**config.mk**
```make
export PLATFORM = sky130hd
export DESIGN_NAME = m_load_unit
export DESIGN_NICKNAME = d
export VERILOG_FILES = /design/src/rtl/dm_pkg.sv /design/src/rtl/m_load_ext.sv /design/src/rtl/m_load_unit.sv
export SDC_FILE = /design/constraint.sdc
export NUM_CORES = 1
export LEC_CHECK = 0
export CAP_MARGIN = 30
export CORE_ASPECT_RATIO = 0.8
export CORE_MARGIN = 5
export CORE_UTILIZATION = 47
export CTS_BUF_LIST = sky130_fd_sc_hd__clkbuf_16
export DETAILED_ROUTE_END_ITERATION = 10
export PLACE_DENSITY = 0.95
export SKIP_LAST_GASP = 1
export SLEW_MARGIN = 20
export SYNTH_ARGS = -nofsm -noshare
export SYNTH_HDL_FRONTEND = slang
export SYNTH_SLANG_ARGS = --single-unit
```
**constraint.sdc**
```tcl
create_clock -name clk -period 3.71 [get_ports clk]
set_input_delay 0.9275 -clock clk [delete_from_list [all_inputs] [get_ports clk]]
set_output_delay 0.9275 -clock clk [all_outputs]
set_load 0.1 [all_outputs]
```
**src/rtl/dm_pkg.sv**
```systemverilog
`default_nettype none
// ============================================================================
// Module      : dm_pkg
// Description : Shared data-memory definitions: load op encodings, store
//               width codes, load-unit state enum and an alignment helper.
// Revision    : 1.0 - initial release
// ============================================================================
package dm_pkg;

    // Load op encodings; bit 2 selects zero-extension for byte/half loads.
    localparam logic [2:0] LD_W  = 3'b000;
    localparam logic [2:0] LD_B  = 3'b001;
    localparam logic [2:0] LD_H  = 3'b010;
    localparam logic [2:0] LD_BU = 3'b101;
    localparam logic [2:0] LD_HU = 3'b110;

    // Store width codes used by the store formatter.
    localparam logic [1:0] ST_W = 2'b00;
    localparam logic [1:0] ST_B = 2'b01;
    localparam logic [1:0] ST_H = 2'b10;

    // Load-unit sequencing states.
    typedef enum logic [2:0] {
        S_IDLE  = 3'd0,
        S_REQ   = 3'd1,
        S_WAIT  = 3'd2,
        S_DONE  = 3'd3,
        S_DRAIN = 3'd4
    } ld_state_e;

    // True when a word or halfword load is not naturally aligned.
    function automatic logic ld_misaligned(input logic [2:0] op, input logic [1:0] lane);
        logic v_mis;
        v_mis = 1'b0;
        if (op == LD_W)
            v_mis = (lane != 2'b00);
        else if ((op == LD_H) || (op == LD_HU))
            v_mis = lane[0];
        return v_mis;
    endfunction

endpackage
`default_nettype wire

```
**src/rtl/m_load_ext.sv**
```systemverilog
`default_nettype none
// ============================================================================
// Module      : m_load_ext
// Description : Combinational lane select and sign/zero extension of a
//               32-bit read word for byte, halfword and word loads.
// Revision    : 1.0 - initial release
// ============================================================================
module m_load_ext
    import dm_pkg::*;
(
    input  logic [31:0] rdata,
    input  logic [1:0]  lane,
    input  logic [2:0]  op,
    output logic [31:0] data
);

    logic [7:0]  w_byte;
    logic [15:0] w_half;

    // Pick the addressed byte/half and extend according to the op.
    always_comb begin
        w_byte = 8'h00;
        data   = rdata;
        case (lane)
            2'd0:    w_byte = rdata[7:0];
            2'd1:    w_byte = rdata[15:8];
            2'd2:    w_byte = rdata[23:16];
            default: w_byte = rdata[31:24];
        endcase
        w_half = lane[1] ? rdata[31:16] : rdata[15:0];
        case (op)
            LD_B:    data = {{24{w_byte[7]}}, w_byte};
            LD_BU:   data = {24'h000000, w_byte};
            LD_H:    data = {{16{w_half[15]}}, w_half};
            LD_HU:   data = {16'h0000, w_half};
            default: data = rdata;   // LD_W and unknown ops
        endcase
    end

endmodule
`default_nettype wire

```
**src/rtl/m_load_unit.sv**
```systemverilog
`default_nettype none
// ============================================================================
// Module      : m_load_unit
// Description : M-stage load engine. Issues a word-aligned read to a
//               variable-latency data memory, stalls the pipeline until the
//               response returns, then delivers the extended load result.
//               Optional macro LOAD_ADEL_EN adds misaligned-load detection
//               and the adel exception output.
// Revision    : 1.0 - initial release
// ============================================================================
module m_load_unit
    import dm_pkg::*;
(
    input  logic        clk,
    input  logic        reset_n,
    input  logic        load_req,
    input  logic [31:0] addr,
    input  logic [2:0]  load_op,
    input  logic        flush,
    output logic        mem_req,
    output logic [31:0] mem_addr,
    input  logic        mem_ready,
    input  logic        mem_rvalid,
    input  logic [31:0] mem_rdata,
    output logic        stall,
    output logic        load_valid,
    output logic [31:0] load_data
`ifdef LOAD_ADEL_EN
    ,
    output logic        adel
`endif
);

    ld_state_e   r_state;
    ld_state_e   w_next;
    logic [1:0]  r_lane;
    logic [2:0]  r_op;
    logic [31:0] r_mem_addr;
    logic [31:0] r_load_data;
    logic [31:0] w_ext;
    logic        w_accept;
    logic        w_capture;
    logic        w_misaligned;
    logic        w_adel;

`ifdef LOAD_ADEL_EN
    assign w_misaligned = ld_misaligned(load_op, addr[1:0]);
    assign adel         = w_adel;
`else
    assign w_misaligned = 1'b0;
`endif

    assign mem_addr  = r_mem_addr;
    assign load_data = r_load_data;

    m_load_ext u_ext (
        .rdata (mem_rdata),
        .lane  (r_lane),
        .op    (r_op),
        .data  (w_ext)
    );

    // State register.
    always_ff @(posedge clk or negedge reset_n) begin
        if (!reset_n)
            r_state <= S_IDLE;
        else
            r_state <= w_next;
    end

    // Latch the request attributes when a load is accepted in IDLE.
    always_ff @(posedge clk or negedge reset_n) begin
        if (!reset_n) begin
            r_lane     <= 2'b00;
            r_op       <= LD_W;
            r_mem_addr <= 32'h0000_0000;
        end else if (w_accept) begin
            r_lane     <= addr[1:0];
            r_op       <= load_op;
            r_mem_addr <= {addr[31:2], 2'b00};
        end
    end

    // Capture the extended result when the response returns unflushed.
    always_ff @(posedge clk or negedge reset_n) begin
        if (!reset_n)
            r_load_data <= 32'h0000_0000;
        else if (w_capture)
            r_load_data <= w_ext;
    end

    // Next-state and output decode.
    always_comb begin
        w_next     = r_state;
        w_accept   = 1'b0;
        w_capture  = 1'b0;
        w_adel     = 1'b0;
        mem_req    = 1'b0;
        stall      = 1'b0;
        load_valid = 1'b0;
        case (r_state)
            S_IDLE: begin
                if (load_req) begin
                    if (w_misaligned) begin
                        w_adel = 1'b1;
                    end else begin
                        w_accept = 1'b1;
                        stall    = 1'b1;
                        w_next   = S_REQ;
                    end
                end
            end
            S_REQ: begin
                mem_req = 1'b1;
                stall   = 1'b1;
                if (flush)
                    w_next = mem_ready ? S_DRAIN : S_IDLE;
                else if (mem_ready)
                    w_next = S_WAIT;
            end
            S_WAIT: begin
                stall = 1'b1;
                if (flush) begin
                    // Data arriving with the flush is simply dropped.
                    w_next = mem_rvalid ? S_IDLE : S_DRAIN;
                end else if (mem_rvalid) begin
                    w_capture = 1'b1;
                    w_next    = S_DONE;
                end
            end
            S_DONE: begin
                // load_req still belongs to the completed load here.
                load_valid = 1'b1;
                w_next     = S_IDLE;
            end
            S_DRAIN: begin
                stall = load_req;
                if (mem_rvalid)
                    w_next = S_IDLE;
            end
            default: w_next = S_IDLE;
        endcase
    end

`ifndef LOAD_ADEL_EN
    // Keep the unused local quiet in the default build.
    logic w_unused;
    assign w_unused = w_adel;
`endif

endmodule
`default_nettype wire

```
# ---- Word level (Yosys, flattened, before mapping)
# Cells that the tools add are included.
dict set report totals {
  regBits 70
  inputBits 73
  word_cells 43
}
dict set report classes {
  eq_ne 14
  muxes 20
  reduce_logical 4
}
# op count
set op_table {}
lappend op_table {{32-bit case mux with 4 select lines} 1}
lappend op_table {{3-bit two-way mux} 8}
lappend op_table {{8-bit case mux with 3 select lines} 1}
lappend op_table {{16-bit two-way mux} 1}
lappend op_table {{3-bit case mux with 4 select lines} 1}
lappend op_table {{3-bit by 2-bit equality test with 1-bit output (second input constant)} 3}
lappend op_table {{3-bit equality test (second input constant)} 3}
lappend op_table {{1-bit two-way mux} 7}
lappend op_table {{3-bit by 1-bit equality test with 1-bit output (second input constant)} 2}
lappend op_table {{3-bit inequality test (second input constant)} 2}
lappend op_table {{2-bit inequality test (second input constant)} 2}
lappend op_table {{4-bit AND reduction} 1}
lappend op_table {{3-bit zero test} 1}
lappend op_table {{1-bit case mux with 3 select lines} 1}
lappend op_table {{2-bit by 1-bit equality test with 1-bit output (second input constant)} 1}
lappend op_table {{2-bit equality test (second input constant)} 1}
lappend op_table {{2-bit zero test} 1}
lappend op_table {{2-bit OR reduction} 1}

# ---- Logic depth before layout (Yosys ltp)
# Gate-level depths: netlist of run 1.
dict set report logic_depth {
  word_depth 3
  mapped_depth 8
  mapped_depth_nobuf 6
}

# ---- By module
# A second synthesis of run 1 with hierarchy kept.
dict set report hier_totals {
  hier_cells 319
  area_unflattened_um2 4042.6
}
# mod instances cells_each area_per_inst_um2
set by_module_without_submodules {}
lappend by_module_without_submodules {m_load_unit 1 174 2934.1}
lappend by_module_without_submodules {m_load_ext 1 145 1108.6}

# ---- Least setup slack after synthesis of run 1
# Ideal clock, no wire load.
dict set report synth_path {
  path_type {reg2out}
  start {register r_state[1]}
  end {output port stall}
  t_arrival_ns 2.831
  setup_slack_ns -0.048
  path_stages_with_launch 5
  n_path_buf 1
  cell_sequence {dfrtp_1 -> buf_2 -> nor2b_1 -> nor2_1 -> o21ai_0}
}
dict set report synth_via {
  elab_chain_len 3
  elab_cells_between_ends 6
}
# element line_no
set synth_rtl {}
lappend synth_rtl {{start: declaration} m_load_unit.sv:34} ;# ld_state_e r_state;
lappend synth_rtl {{start signal: assignment} m_load_unit.sv:68} ;# r_state <= w_next;
lappend synth_rtl {{3-bit by 2-bit equality test with 1-bit output / 3-bit by 1-bit equality test with 1-bit output (equally long branches)} m_load_unit.sv:101} ;# case (r_state)
lappend synth_rtl {{2-bit OR reduction (no line)} n/a}
lappend synth_rtl {{1-bit case mux with 3 select lines (*)} m_load_unit.sv:101}
lappend synth_rtl {{end: declaration} m_load_unit.sv:25} ;# output logic stall,
# Mark *: on every way between the ends. The rest lies on a longest branch, timed or not.

# ---- Final worst setup path of run 1
dict set report layout_path {
  start {input port load_req}
  end {output port stall}
}
dict set report layout_via {
  elab_chain_len 2
}
# element line_no
set layout_rtl {}
lappend layout_rtl {{start: declaration} m_load_unit.sv:16} ;# input logic load_req,
lappend layout_rtl {{1-bit two-way mux} m_load_unit.sv:103} ;# if (load_req) begin
lappend layout_rtl {{1-bit case mux with 3 select lines (*)} m_load_unit.sv:101}
# Marked as above.

==> impl_metrics.json, run 1 <==
{
  "die_h_um": 86.5,
  "grt_pass1_wl_mm": 15.6,
  "setup-tns-final_ns": 0,
  "synth_most_common_cell": "dfrtp_1",
  "hold_violations": 0,
  "dr.pass1.iters": 4,
  "syn_area_per_cell_um2": 10.8,
  "clk_pin_slew_worst_paths_ns": 0.05,
  "nFillCells": 497,
  "rr_startpoint": "r_op[0]$_DFFE_PN0P_",
  "vias": 2954,
  "die-area_um2": 9130,
  "core_area_um2": 6990,
  "worstSetupPathType": "in -> out",
  "cts_resized": 0,
  "syn_inst": 317,
  "setup_viol": 0,
  "synth_cell_types": 43,
  "cts.htree.levels": 3,
  "post_drt_via_cell_ratio": 5.47,
  "grt_usage": 0.216,
  "worstReg2RegEnd": "load_data[6]$_DFFE_PN0P_",
  "synth_top_area_share": 0.510,
  "hp-class": "reg -> reg",
  "yosys.area.top_type": "dfrtp_1",
  "syn_to_final_growth_pct": 50.2,
  "seq_area_frac_synth": 0.510,
  "reg2reg_slack_ns": 1.57,
  "clock-root-buffer": "clkbuf_16",
  "cts_max_path_buffers": 2,
  "cts_hold_buffers": 0,
  "synthTopCellsByCount": "dfrtp_1, mux2_2, nand2_1",
  "status": "completed",
  "cp.required_ns": 2.78,
  "postCtsSetupBuffers": 0,
  "numCtsBuffers": 9,
  "dp_slack_ns": 0.864,
  "fin_crit_ns": 2.84,
  "worst-slew-pin-transition_ns": 1.00,
  "route.detailed.wl_per_inst_um": 18.0,
  "gr-total-overflow": 0,
  "worst_clock_skew_ns": 0.00836,
  "final_nets": 523,
  "dp_hpwl_mm": 7.27,
  "synth_area_um2": 3430,
  "yosys-top-cells-area": "dfrtp_1, mux2_2, a21oi_1, nand2_1, nor2_1",
  "seqCellArea_um2": 1750,
  "fp.dieW_um": 106,
  "worstHoldEndpoint": "load_data[3]$_DFFE_PN0P_",
  "clock-sinks": 70,
  "gp_congestion": 0.870,
  "drive_above_1_share": 0.163,
  "drc_errors": 0,
  "rsz0062_at_grt": "no",
  "fin_crit_sh": 0.766,
  "clock.fmax_mhz": 352,
  "critical_path_arrival_ns": 1.91,
  "cp_max_fo": 2,
  "synth_edf_count": 0,
  "multi_input_area_um2": 1510,
  "setup_ws_ns": 0.868,
  "ys.flop_type": "dfrtp_1",
  "drt_wl_total_mm": 9.74,
  "final_antenna_net_count": 0,
  "slew_viol_final": 0,
  "min_from": "load_data[3]$_DFFE_PN0P_",
  "final_core_util": 0.738,
  "max_cap_viol_count": 0,
  "grt_pass1_vias": 3118,
  "ys_seq_elements": 70,
  "io_pins": 140,
  "cts_tree": "yes",
  "critical_path.startpoint_type": "input pin",
  "async_reset_ff_frac": 1.00,
  "relSlewSlack": 0.330,
  "reg2reg_depth": 7,
  "antenna-diode-count": 0,
  "insertion_delay_ns": 0.33,
  "initial_core_util": 0.491,
  "io_buffer_count": 137,
  "cp-end-kind": "primary output",
  "yosysWarnings": 0,
  "hold-path-cell-count": 2,
  "drt-initial-drc-count": 119,
  "antenna_found_initial": 0,
  "grt_max_degree": 71,
  "rows": 27
}
layout make-up:
cell class              count  share of cell area
clock inverters             7              0.0223
repair buffers            142               0.272
inverters                  12             0.00873
flip-flops and latches     70               0.340
well taps                  87              0.0211
clock buffers               9              0.0437
multi-input cells         213               0.293
critical path: stages:
cell and delay, ns:
clkdlybuf4s50_1 0.49, nand2_1 0.10, o21ai_1 0.09, buf_4 0.30
registers in the layout, summed over array words and instances, names as in the netlist:
register,flops
load_data,32
mem_addr,30
r_lane,2
r_op,3
r_state,3
cells in the final DEF (no fill, tap or decap), types with 2 or more instances in the layout:
| cell type | instances |
|---|---|
| a211oi_1 | 7 |
| a21oi_1 | 25 |
| a22o_1 | 8 |
| a311o_1 | 6 |
| and3b_1 | 2 |
| buf_4 | 14 |
| bufinv_16 | 3 |
| clkbuf_16 | 9 |
| clkdlybuf4s50_1 | 125 |
| clkinv_4 | 2 |
| conb_1 | 2 |
| dfrtp_1 | 70 |
| ha_1 | 2 |
| inv_1 | 14 |
| mux2_1 | 2 |
| mux2_2 | 36 |
| mux2_4 | 2 |
| mux2i_1 | 8 |
| nand2_1 | 31 |
| nand2b_1 | 3 |
| nor2_1 | 25 |
| nor2b_1 | 10 |
| nor3_1 | 2 |
| nor3b_1 | 2 |
| o21ai_0 | 7 |
| o21ai_1 | 9 |
| o22a_1 | 2 |
| o31ai_1 | 7 |
worst max-delay path by stage:
stage / from / endpoint / slack, ns / cells past startpoint
3_5_place_dp: load_req / stall / 0.86 / 4
6_report: load_req / stall / 0.87 / 4
5_1_grt: load_req / stall / 0.83 / 4
2_1_floorplan: r_state[2]$_DFFE_PN0P_ / mem_req / 0.04 / 2
4_1_cts: load_req / stall / 0.87 / 4
3_3_place_gp: load_req / stall / 0.89 / 4
routing by layer:
| layer | track usage | vias to the layer above | part of all wire | wire (um) |
|---|---|---|---|---|
| li1 | - | 1383 | - | - |
| met5 | 0 | - | 0 | 0 |
| met2 | 0.361 | 138 | 0.48 | 4630 |
| met4 | 0.0459 | 0 | 0.0076 | 74 |
| met1 | 0.252 | 1421 | 0.39 | 3810 |
| met3 | 0.112 | 12 | 0.13 | 1220 |
cell families after synthesis:
family	Yosys count	share of synthesized area
compound gates	81	0.165
fa+ha+maj	2	0.00728
buf+inv	35	0.0517
flops	70	0.510
mux	48	0.157
other cells	1	0.00109
simple gates	80	0.108
per-stage QoR:
stage               hold WS (ns)  cells  cell area [um^2]
finish                     0.482    540              5160
global placement           0.465    522              4780
floorplan                  0.508    318              3440
global route               0.505    540              5160
detailed placement         0.473    522              4780
CTS                        0.486    538              5120
Power of run 1 is not shown: default switching activity piles up to over one toggle a cycle in this logic, so the estimate is an artifact.
==> inputs of run 2 (changes only) <==
CORE_UTILIZATION = 39   (was 47)
PLACE_DENSITY = 0.88   (was 0.95)
clock period = 2.3 ns   (was 3.71 ns; I/O delays follow)
==> run 2 against run 1 <==
- routed wire length down 3.9%
- final area down 0.41%
- first-iteration DRC count up 84%
- clock-buffer cell count unchanged
- worst hold slack worse by 0.19 ns
- sequential cell count unchanged
- non-clock buffer count up 3
- register-to-register slack worse by 1.2 ns
- sequential share of layout area up 0.14 points
- via count up 1.7%
- critical path depth unchanged
- global-route usage down 4.3 points
==> impl_metrics.json, run 2 (same netlist as run 1, synthesis figures left out) <==
{
  "status": "completed",
  "grt_pass1_vias": 2983,
  "nFillCells": 700,
  "rr_startpoint": "r_op[0]$_DFFE_PN0P_",
  "hold_violations": 0,
  "route.detailed.wl_per_inst_um": 16.5,
  "seqCellArea_um2": 1750,
  "drive_above_1_share": 0.292,
  "fin_crit_ns": 2.16,
  "grt_max_degree": 43,
  "cts_tree": "yes",
  "dp_hpwl_mm": 7.17,
  "drt_wl_total_mm": 9.37,
  "hp-class": "in -> async",
  "final_core_util": 0.603,
  "largest_reg_flops": 32,
  "critical_path_arrival_ns": 1.59,
  "reg2reg_depth": 6,
  "initial_core_util": 0.403,
  "drc_errors": 0,
  "drt-initial-drc-count": 219,
  "clk_pin_slew_worst_paths_ns": 0.06,
  "rsz0062_at_grt": "no",
  "io_buffer_count": 137,
  "antenna-diode-count": 0,
  "fin_crit_sh": 0.940,
  "vias": 3005,
  "critical_path.startpoint_type": "register",
  "clock-root-buffer": "clkbuf_16",
  "die-area_um2": 10800,
  "cp.required_ns": 1.73,
  "mostFrequentLayoutCells": "clkdlybuf4s50_1, dfrtp_1, buf_4",
  "worstReg2RegEnd": "load_data[16]$_DFFE_PN0P_",
  "gp_congestion": 0.892,
  "die_h_um": 93.9,
  "worst-slew-pin-transition_ns": 0.680,
  "final_antenna_net_count": 0,
  "cts_max_path_buffers": 2,
  "max_cap_viol_count": 0,
  "crit_family": "flip-flops",
  "critPathSlowestCell": "dfrtp_1",
  "multi_input_area_um2": 1520,
  "antenna_found_initial": 0,
  "fp.dieW_um": 115,
  "gr-total-overflow": 0,
  "grt_pass1_wl_mm": 14.9,
  "io_pins": 140,
  "post_drt_via_cell_ratio": 5.29,
  "worstSetupPathType": "reg -> out",
  "clock-sinks": 70,
  "numCtsBuffers": 9,
  "worst_clock_skew_ns": 0.00533,
  "setup-tns-final_ns": 0,
  "syn_to_final_growth_pct": 49.6,
  "clock.fmax_mhz": 462,
  "dr.pass1.iters": 4,
  "slew_viol_final": 0,
  "insertion_delay_ns": 0.32,
  "critical_path.cell_chain": "nor2b_2 > nor2_1 > o21ai_2 > buf_12",
  "setup_viol": 0,
  "cp-end-kind": "primary output",
  "rows": 30,
  "postCtsSetupBuffers": 0,
  "relSlewSlack": 0.547,
  "cp_max_fo": 11,
  "cts_hold_buffers": 0,
  "core_area_um2": 8520,
  "reg2reg_slack_ns": 0.39,
  "cp_slowest_stage_delay_ns": 0.54,
  "final_nets": 526,
  "cts.htree.levels": 3,
  "critPathBufInv": 1,
  "cts_resized": 0,
  "layout_commonest_cell": "clkdlybuf4s50_1",
  "grt_usage": 0.173
}
## run 2: changes by cell type in the layout (fill, tap and decap cells not counted), sizes merged
cell,delta
clkdlybuf4s50,-54
inv,-2
buf,+57
clkinvlp,+2
## run 2: how the worst max path moves through the flow
stage	startpoint	cells after the start	slack (ns)	end
floorplan	r_state[1]$_DFFE_PN0P_	4	0.16	stall
global placement	mem_rdata[7]	5	0.15	load_data[15]$_DFFE_PN0P_
detailed placement	mem_rdata[7]	5	0.10	load_data[10]$_DFFE_PN0P_
CTS	r_state[1]$_DFFE_PN0P_	4	0.12	stall
global route	r_state[1]$_DFFE_PN0P_	4	0.01	stall
finish	r_state[1]$_DFFE_PN0P_	4	0.14	stall
## run 2: final cells by class
class / instances / area share
multi-input combinational: 213 / 0.297
clock inverter: 7 / 0.0219
timing repair buffer: 145 / 0.261
tap: 112 / 0.0273
sequential: 70 / 0.341
clock buffer: 9 / 0.0438
inverter: 12 / 0.00877
## run 2: stage by stage
stage	cell area, um^2	hold slack [ns]	worst slack [ns]	cells
2_1_floorplan	3450	0.279	0.157	318
3_3_place_gp	4800	0.464	0.152	552
3_5_place_dp	4800	0.470	0.100	552
4_1_cts	5140	0.303	0.117	568
5_1_grt	5140	0.345	0.00997	568
6_report	5140	0.287	0.138	568
## run 2: metal layers
metal  vias to the layer above  share of wire  GRT usage
li1                       1397              -          -
met1                      1462           0.42      0.225
met2                       131           0.47      0.271
met3                        15          0.097     0.0670
met4                         0          0.013     0.0430
met5                         -              0          0
Power of run 2 is left out for the same reason.
==> inputs of run 3 (changes only) <==
ABC_AREA = 1   (was unset)
CORE_ASPECT_RATIO = 0.7   (was 0.8)
CORE_UTILIZATION = 40   (was 39)
==> run 3 against run 2 <==
- sequential share of layout area fell by 1.4 points
- clock-buffer cell count stayed put
- utilization shrank 0.58 points
- register-to-register slack hardly changed
- cell count up 24%
- first-iteration DRC count is 33% lower
- highest routed layer unchanged
==> impl_metrics.json, run 3 <==
{
  "status": "completed",
  "synth_simple_gate_area_frac": 0.226,
  "antenna-diode-count": 0,
  "insertion_delay_ns": 0.33,
  "gr-total-overflow": 0,
  "synth_compound_area_frac": 0.0916,
  "hold_violations": 0,
  "cts_hold_buffers": 0,
  "die_h_um": 89.9,
  "worst_clock_skew_ns": 0.00781,
  "dr.max_layer_used": "met4",
  "cp_slowest_stage_delay_ns": 0.49,
  "drt-initial-drc-count": 146,
  "synth_cell_types": 25,
  "cts.htree.levels": 3,
  "grt_pass1_wl_mm": 17.0,
  "worstReg2RegEnd": "load_data[22]$_DFFE_PN0P_",
  "synth_edf_count": 0,
  "cts_tree": "yes",
  "dr.pass1.iters": 5,
  "cp-end-kind": "primary output",
  "mostFrequentLayoutCells": "nand2_1, clkdlybuf4s50_1, dfrtp_1",
  "postCtsSetupBuffers": 0,
  "setup-tns-final_ns": 0,
  "synthMuxAreaShare": 0.0978,
  "cp.required_ns": 1.73,
  "fp.dieW_um": 124,
  "critical_path_arrival_ns": 1.64,
  "synth_top_family_by_area": "simple AND/OR/NAND/NOR gates",
  "io_pins": 140,
  "critPathSlowestCell": "clkdlybuf4s50_1",
  "critical_path.cell_chain": "clkdlybuf4s50_1 > inv_1 > o211ai_1 > buf_12",
  "post_drt_via_cell_ratio": 4.91,
  "layout_commonest_cell": "nand2_1",
  "wl_met1_mm": 4.24,
  "grt_pass1_vias": 3465,
  "largest_reg_flops": 32,
  "numCtsBuffers": 9,
  "core_area_um2": 8960,
  "clock-root-buffer": "clkbuf_16",
  "synthAdderAreaFrac": 0.00686,
  "grt_max_degree": 71,
  "dp_hpwl_mm": 7.83,
  "synthTopCellsByCount": "nand2_1, dfrtp_1, inv_1",
  "endpoint": "stall",
  "placed_cell_area_um2": 4990,
  "ys.flop_type": "dfrtp_1",
  "hp-class": "in -> async",
  "syn_to_final_growth_pct": 46.7,
  "antenna_found_initial": 0,
  "critical_path.startpoint_type": "input pin",
  "cp.depth": 4,
  "max_cap_viol_count": 0,
  "setup_viol": 0,
  "ys_seq_elements": 70,
  "cts_max_path_buffers": 2,
  "async_reset_ff_frac": 1.00,
  "rsz0062_at_grt": "no",
  "critPathBufInv": 3,
  "synth_most_common_cell": "nand2_1",
  "io_buffer_count": 137,
  "synth_area_um2": 3650,
  "final_antenna_net_count": 0,
  "clock-sinks": 70,
  "drive_above_1_share": 0.217,
  "fin_crit_sh": 0.961,
  "fin_area_um2": 5350,
  "reg2reg_slack_ns": 0.38,
  "drc_errors": 0,
  "rr_startpoint": "r_op[1]$_DFFE_PN0P_",
  "yosysWarnings": 0,
  "die-area_um2": 11200,
  "vias": 3459,
  "drt_wl_total_mm": 10.6,
  "initial_core_util": 0.407,
  "yosys-top-cells-area": "dfrtp_1, nand2_1, mux2_2, inv_1, a21oi_1",
  "dp_slack_ns": 0.105,
  "clock.fmax_mhz": 452,
  "rows": 29,
  "final_nets": 652,
  "cp_max_fo": 2,
  "reg2reg_depth": 8,
  "crit_family": "buffers and inverters",
  "setup_ws_ns": 0.0895,
  "wl_met3_mm": 1.40,
  "worstSetupPathType": "in -> out",
  "syn_area_per_cell_um2": 8.21,
  "clk_pin_slew_worst_paths_ns": 0.05,
  "cts_resized": 0,
  "fin_crit_ns": 2.21,
  "gp_congestion": 0.842,
  "route.met2.wl_mm": 4.86,
  "nFillCells": 762,
  "slew_viol_final": 0,
  "yosys.area.top_type": "dfrtp_1",
  "seq_area_frac_synth": 0.480,
  "grt_usage": 0.194,
  "yosys.area_share.xor_xnor": 0,
  "syn_inst": 444,
  "synth_top_area_share": 0.480,
  "route.detailed.wl_per_inst_um": 15.1,
  "startpoint": "load_req"
}
[run 3: changes by cell type after synthesis, moves of 10 or more]
cell,before,now
nand2_1,31,124
inv_1,12,54
nand3_1,1,30
nor2_1,25,41
a21oi_1,25,39
nor2b_1,10,0
[run 3: cell type report]
cell class              instances  area (um^2)  area share
multi-input cells             297         1550       0.290
flip-flops and latches         70         1750       0.327
clock inverters                 6          111      0.0208
clock buffers                   9          225      0.0421
repair buffers                142         1340       0.250
well taps                     124          155      0.0290
inverters                      57          216      0.0404
[run 3: worst min-delay path by stage]
stage	to	slack [ns]
6_report	load_data[17]$_DFFE_PN0P_	0.12
5_1_grt	load_data[17]$_DFFE_PN0P_	0.11
4_1_cts	load_data[10]$_DFFE_PN0P_	0.41
3_5_place_dp	load_data[11]$_DFFE_PN0P_	0.47
3_3_place_gp	load_data[6]$_DFFE_PN0P_	0.47
2_1_floorplan	load_data[0]$_DFFE_PN0P_	0.28
[run 3: per-stage QoR]
step	hold slack (ns)	utilization	std cells
3_5_place_dp	0.469	0.556	689
3_3_place_gp	0.467	0.556	689
6_report	0.116	0.597	705
4_1_cts	0.410	0.594	704
5_1_grt	0.114	0.597	705
2_1_floorplan	0.279	-	445
[run 3: per-layer routing]
metal,up-vias,track usage
met5,-,0
met4,0,0.0465
li1,1664,-
met1,1608,0.237
met3,15,0.0960
met2,172,0.308
[run 3: kinds of logic after synthesis]
logic type      count (synthesis)
simple gates                  201
buf+inv                        78
flops                          70
compound gates                 61
mux                            31
fa+ha+maj                       2
other cells                     1
[run 3: worst reg2reg max path: stages, from the launching register on]
cell and delay [ns]:
dfrtp_1 0.38, inv_1 0.09, ha_1 0.38, nand2_2 0.19, inv_1 0.09, nand2_1 0.09
nand3_1 0.14, nand2_2 0.23, a21oi_1 0.24
Power of run 3 is left out for the same reason.
